File: src/rtl/fxp_mac_accum.sv
// rtl/fxp_mac_accum.sv - streaming fixed-point multiply-accumulate with rounding/saturation
// Two-stage pipeline: exact product register, then guarded accumulate and per-vector quantization.
module fxp_mac_accum #(
  parameter int WIIA  = 8,
  parameter int WIFA  = 8,
  parameter int WIIB  = 8,
  parameter int WIFB  = 8,
  parameter int WOI   = 8,
  parameter int WOF   = 8,
  parameter int GUARD = 8,
  parameter int ROOF  = 1,
  parameter int ROUND = 1
) (
  input  logic                   rstn,
  input  logic                   clk,
  input  logic                   i_en,
  input  logic                   i_last,
  input  logic [WIIA+WIFA-1:0]   ina,
  input  logic [WIIB+WIFB-1:0]   inb,
  output logic                   o_en,
  output logic [WOI+WOF-1:0]     out,
  output logic                   upflow,
  output logic                   downflow
);

  localparam int PF   = WIFA + WIFB;
  localparam int PW   = WIIA + WIIB + PF;
  localparam int AW   = WIIA + WIIB + GUARD + PF;
  localparam int OW   = WOI + WOF;
  localparam int LSH  = (WOF >= PF) ? WOF - PF : 0;
  localparam int RSH  = (WOF < PF) ? PF - WOF : 0;
  localparam int RSH1 = (RSH > 0) ? RSH - 1 : 0;
  // Wide enough for the left shift, the rounding carry and the OW-bit range test.
  localparam int QW   = AW + 2 + LSH + OW;

  localparam logic signed [QW-1:0] HALF    = QW'(1) << RSH1;
  localparam logic signed [QW-1:0] HALF_M1 = HALF - QW'(1);
  localparam logic [OW-1:0] OUT_MAX = {1'b0, {(OW-1){1'b1}}};
  localparam logic [OW-1:0] OUT_MIN = {1'b1, {(OW-1){1'b0}}};
  localparam logic signed [AW-1:0] ACC_MAX = {1'b0, {(AW-1){1'b1}}};
  localparam logic signed [AW-1:0] ACC_MIN = {1'b1, {(AW-1){1'b0}}};

  logic signed [PW-1:0] p_q;
  logic                 p_en;
  logic                 p_last;

  logic signed [AW-1:0] acc;
  logic                 acc_ovf;
  logic                 first;

  logic signed [AW-1:0] acc_base;
  logic signed [AW:0]   sum_w;
  logic                 sum_ovf;
  logic signed [AW-1:0] sum_c;

  logic signed [QW-1:0] q_ext;
  logic signed [QW-1:0] q_rnd;
  logic signed [QW-1:0] q_val;
  logic                 q_fit;
  logic                 q_up;
  logic                 q_down;
  logic [OW-1:0]        q_out;

  always_ff @(posedge clk or negedge rstn) begin
    if (!rstn) begin
      p_q    <= '0;
      p_en   <= 1'b0;
      p_last <= 1'b0;
    end else begin
      p_en   <= i_en;
      p_last <= i_en & i_last;
      if (i_en) begin
        p_q <= PW'($signed(ina)) * PW'($signed(inb));
      end
    end
  end

  assign acc_base = first ? '0 : acc;
  assign sum_w    = (AW+1)'(acc_base) + (AW+1)'(p_q);
  assign sum_ovf  = sum_w[AW] ^ sum_w[AW-1];
  assign sum_c    = sum_ovf ? (sum_w[AW] ? ACC_MIN : ACC_MAX) : sum_w[AW-1:0];

  // Rounding bias: +half for positive, +half-1 for negative, so the floor shift rounds ties away from zero.
  always_comb begin
    q_ext = QW'(sum_c) <<< LSH;
    q_rnd = q_ext;
    if (ROUND != 0 && RSH > 0) begin
      q_rnd = q_ext + (q_ext[QW-1] ? HALF_M1 : HALF);
    end
    q_val = q_rnd >>> RSH;
    q_fit = (q_val[QW-1:OW-1] == '0) || (q_val[QW-1:OW-1] == '1);
    q_up  = !q_fit || acc_ovf || sum_ovf;
    q_out = q_val[OW-1:0];
    if (q_up && ROOF != 0) begin
      q_out = sum_c[AW-1] ? OUT_MIN : OUT_MAX;
    end
    q_down = (sum_c != '0) && (q_out == '0);
  end

  always_ff @(posedge clk or negedge rstn) begin
    if (!rstn) begin
      acc      <= '0;
      acc_ovf  <= 1'b0;
      first    <= 1'b1;
      o_en     <= 1'b0;
      out      <= '0;
      upflow   <= 1'b0;
      downflow <= 1'b0;
    end else begin
      o_en <= p_en & p_last;
      if (p_en) begin
        if (p_last) begin
          out      <= q_out;
          upflow   <= q_up;
          downflow <= q_down;
          first    <= 1'b1;
          acc_ovf  <= 1'b0;
        end else begin
          acc     <= sum_c;
          acc_ovf <= acc_ovf | sum_ovf;
          first   <= 1'b0;
        end
      end
    end
  end

endmodule

File: config.mk
export PLATFORM = sky130hd
export DESIGN_NAME = fxp_mac_accum
export DESIGN_NICKNAME = d
export VERILOG_FILES = /design/src/rtl/fxp_mac_accum.sv
export SDC_FILE = /design/constraint.sdc
export NUM_CORES = 1
export LEC_CHECK = 0
export BUFFER_PORTS_ARGS = -buffer_cell sky130_fd_sc_hd__buf_2
export CAP_MARGIN = 20
export CORE_MARGIN = 5
export CORE_UTILIZATION = 55
export DETAILED_ROUTE_END_ITERATION = 6
export PLACE_DENSITY = 0.74
export SYNTH_ARGS = -nofsm -noshare
export SYNTH_HDL_FRONTEND = slang
export SYNTH_SLANG_ARGS = --single-unit
File: constraint.sdc
create_clock -name clk -period 8.35 [get_ports clk]
set_input_delay 1.67 -clock clk [delete_from_list [all_inputs] [get_ports clk]]
set_output_delay 1.67 -clock clk [all_outputs]
set_load 0.02 [all_outputs]
; ---- Yosys cells after proc, flatten, opt, wreduce, memory -nomap -nowiden
; Cells that the tools add are included.
; W data, S select, Z words.
[op_classes]
eq_ne = 1
mux = 8
add_sub_neg = 2
n_reduce_logical = 10
n_bitwise = 5
mul = 1
[op_table]
columns = operator, count
row1 = $mux W40, 3
row2 = $eq A43 B43 Y1 const B, 1
row3 = $logic_not A43 Y1, 1
row4 = $add A40 B32 Y41, 1
row5 = $add A40 B9 Y41, 1
row6 = $reduce_bool A40 Y1, 1
row7 = $mul A16 B16 Y32, 1
row8 = $mux W16, 2
row9 = $logic_not A16 Y1, 1
row10 = $mux W8, 1
row11 = $reduce_and A2 Y1, 2
row12 = $logic_or A1 B1 Y1, 3
row13 = $and A1 B1 Y1, 2
row14 = $mux W1, 2
row15 = $logic_and A1 B1 Y1, 1
row16 = $logic_not A1 Y1, 1
row17 = $not A1 Y1, 1
row18 = $or A1 B1 Y1, 1
row19 = $xor A1 B1 Y1, 1
[totals]
wordCells = 37
register_bits = 95
out_inout_bits = 19
in_bits = 36

; ---- Logic depth before layout (Yosys ltp)
[logic_depth]
depth_word = 14
depth_mapped = 40
mapped_depth_nobuf = 34

; ---- Worst setup path before layout
; OpenSTA, ideal clock, no wires.
[synth_path]
kind = input to register
startpoint = input port ina[12]
endpoint = register p_q[31]
path_buffers = 1
setup_time_ps = 136
arrival_time_ps = 8020
setup_slack_ps = 194
stages = 28
t_required_ps = 8214
path_cell_list = clkbuf_1 nand2_1 fa_1 inv_1 fa_1 inv_1 fa_1 inv_1 fa_1 inv_1 fa_1 inv_1 fa_1 ha_1 or2_2 a21oi_1 nor3b_1 o2111a_1 o21a_1 o31a_1 o311ai_0 a31oi_1 nand4_1 a41oi_1 a21o_1 a21oi_1 xnor2_1 a21oi_1
[synth_via]
elab_chain_cells = 1
[synth_rtl]
columns = element, line
row1 = start: declaration, 18  ; input logic [WIIA+WIFA-1:0] ina,
row2 = $mul A16 B16 Y32, 73  ; p_q <= PW'($signed(ina)) * PW'($signed(inb));
row3 = end signal: assignment, 73
row4 = end: declaration, 43  ; logic signed [PW-1:0] p_q;
; No other way between the ends.
; A chain may end at the register's enable or synchronous reset.

; ---- Worst setup path in the final report
[layout_path]
startpoint = input port inb[4]
endpoint = register p_q[31]
[layout_via]
elab_chain_cells = 1
[layout_rtl]
columns = element, line
row1 = start: declaration, 19  ; input logic [WIIB+WIFB-1:0] inb,
row2 = $mul A16 B16 Y32, 73
; No other way between the ends.

==> summary.txt <==
Setup path
  • Worst R2R Path Depth: 31
  • Worst path required time: 8.57 ns
  • Crit path to: p_q[31]
  • Critical-path cell with the highest stage delay: fa_1
  • Reg-to-reg slack, setup: 0.42 ns
  • CP startpoint kind: primary input
  • Crit path from: inb[4]
  • Critical Path End Type: flip-flop
  • Reg-to-Reg End: out[7]
  • CP dominant cell by count: fa_1
  • WP data arrival: 8.19 ns
  • Reg-to-Reg Start: first
  • Critical path class: primary input to flip-flop
  • Worst-path fanout max: 10
  • Max incr delay on CP: 0.55 ns

STA
  • Least-Margin Pin Slew: 1.069 ns
  • Min Tclk post-route: 7.972 ns
  • Final Max Slew Viols: 0
  • Worst Hold Margin: 0.4706 ns
  • # setup viols final: 0
  • Worst Skew: 0.01356 ns
  • Final Hold Vio Count: 0
  • Fin crit share: 95.48%
  • Slew HR: 26.88%
  • Highest clock rate: 125.4 MHz
  • Crit path setup slack, layout: 0.3775 ns
  • Setup TNS: 0 ns

Floorplan
  • Placeable Area: 0.03164 mm²
  • Top Ports: 55
  • Die Area: 0.03574 mm²
  • Initial core utilization: 55.73%
  • Die Span Y: 189.0 µm
  • Die X: 189.0 µm
  • Rows: 65

Synthesis
  • Library cells used by synthesis: 110
  • Xor and xnor fraction of the mapped netlist area: 3.229%
  • Synth area leaders: fa_1 (30%), dfrtp_1 (13%), ha_1 (9.1%), inv_1 (6.3%), nand2_1 (5.2%)
  • Fraction of synthesized area in multiplexers: 3.293%
  • Synthesized-area fraction occupied by adder cells: 38.95%
  • Post-synthesis simple-gate area fraction: 19.03%
  • Post-synth EDFFs: 0
  • Most numerous cell in the Yosys netlist: inv_1
  • Seq/Total Area, Yosys: 13.49%
  • Post-Syn Nets: 2410
  • Commonest cells in the netlist: inv_1 (298), fa_1 (263), nand2_1 (244)
  • Synth area leader: fa_1
  • Synth top area share: 29.86%
  • Ys async rst share: 100.0%
  • Synth Flop Type: dfrtp_1
  • Yosys warning count: 0
  • Largest family of logic cells by synthesized area: adder cells
  • Synthesized instance count: 1983
  • Syn avg cell area: 8.891 µm²
  • Synth Area in Compound Gates: 13.14%
  • FF+latch count, synth: 95
  • Cell area after synthesis: 0.01763 mm²

Clock network
  • CTS tree: built
  • Clk sink count: 95
  • CTS Buf Count: 9
  • Root buf cell: clkbuf_16
  • Hold_buf cts: 0
  • Bufs on Longest Clock Path: 2
  • Clock Latency Late Sink: 0.36 ns
  • Htree depth: 3
  • Reg clk slew, reported paths: 0.07 ns

Layout
  • Final net count: 2434
  • Area grow syn2layout: 5.762%
  • Final core occ: 58.94%
  • Antenna fix cells: 0
  • Layout cells sized above 1: 10.19%

Placed design
  • Port Buffers: 54
  • GP Congestion: 0.9323
  • Setup WS pre-CTS: 0.04181 ns
  • HPWL Detailed: 34.08 mm

Drt
  • DRC viols: 3
  • Drt total wl: 41.78 mm
  • Vias after detailed routing: 14070
  • Antenna-violating nets left: 0
  • DR vias/cell: 5.829
  • WL per Instance: 17.31 µm
  • DRT iter0 DRCs: 1006
  • 1st-pass router iterations: 7

Global route
  • Largest net degree at the start of global routing: 52
  • Number of global-route vias before repair: 14880
  • First-pass GRT wire length: 71.92 mm
  • Grt ovf: 0
  • Gr usage total: 24.24%
  • Antenna violations before repair: 0

Min path
  • Hold Path Class: flip-flop to flip-flop

Run
  • Max-Cap Viols: 0

Run status
  • Failing checks: design-rule violations
  • Outcome: finished, violations left
## per-stage QoR
step                      area [µm²]  std cells
after floorplan                17630       1983
after global placement         18300       2397
after detailed placement       18300       2397
after CTS                      18580       2413
after global routing           18650       2414
final                          18650       2414
## layout by cell type, fill, tap and decap left out, types with 9 or more instances in the layout
master	count
a211oi_1	10
a21o_1	40
a21oi_1	77
a31oi_1	11
and2_1	119
and3_1	11
buf_2	53
buf_4	46
clkbuf_16	9
dfrtp_1	94
fa_1	263
ha_1	125
inv_1	298
mux2_2	32
mux2i_1	18
nand2_1	243
nand2b_1	22
nand3_1	16
nand4_1	16
nor2_1	91
nor2b_1	52
nor3_1	25
o21a_1	13
o21ai_0	76
o31ai_1	10
xnor2_1	49
xor2_1	15
## flip-flops by register name, indices dropped and copies added (netlist names)
name      count
out          16
p_en          1
o_en          1
downflow      1
acc_ovf       1
p_last        1
acc          40
first         1
p_q          32
upflow        1
## cell families after synthesis
family | count (synthesis)
buffers and inverters | 384
AOI/OAI and AO/OA | 338
muxes | 53
DFF | 95
xor gates and xnor gates | 65
and+or+nand+nor | 657
adders and majority gates | 391
## routing by layer
metal,share of wire [%],GRT usage [%]
met4,2.2,5.746
met5,0,0
met3,5.3,2.710
met2,51,43.61
met1,41,31.54
## what timing repair did
item	4_1_cts	5_1_grt
gates resized for setup	0	11
setup buffers	0	1
setup endpoints to repair	0	17
## worst min path at each step
| stage | startpoint | to | slack, ns | depth (start not counted) |
|---|---|---|---|---|
| CTS | acc[2] | acc[2] | 0.48 | 2 |
| global route | acc[25] | acc[25] | 0.50 | 2 |
| detailed placement | acc[2] | acc[2] | 0.46 | 2 |
| global placement | acc[12] | acc[12] | 0.45 | 2 |
| floorplan | p_en | first | 0.44 | 1 |
| finish | acc[2] | acc[2] | 0.47 | 2 |
## worst max-delay path: cells and delay by family
| family | cells | cell delay [ns] |
|---|---|---|
| AND/OR/NAND/NOR | 4 | 0.62 |
| adder cells (fa/ha/maj) | 7 | 3.27 |
| XOR/XNOR | 1 | 0.14 |
| AO/OA/AOI/OAI | 10 | 1.84 |
| buffers and inverters | 7 | 0.66 |
## final cells by class
| cell class | instances | area, µm² |
|---|---|---|
| Clock buffer | 11 | 242.7 |
| Clock inverter | 5 | 42.54 |
| Fill cell | 2749 | 12990 |
| Inverter | 298 | 1119 |
| Multi-Input combinational cell | 1504 | 13750 |
| Sequential cell | 95 | 2382 |
| Tap cell | 402 | 503.0 |
| Timing Repair Buffer | 99 | 610.6 |
Power is not shown: default switching activity piles up to over one toggle a cycle in this logic, so the estimate is an artifact.
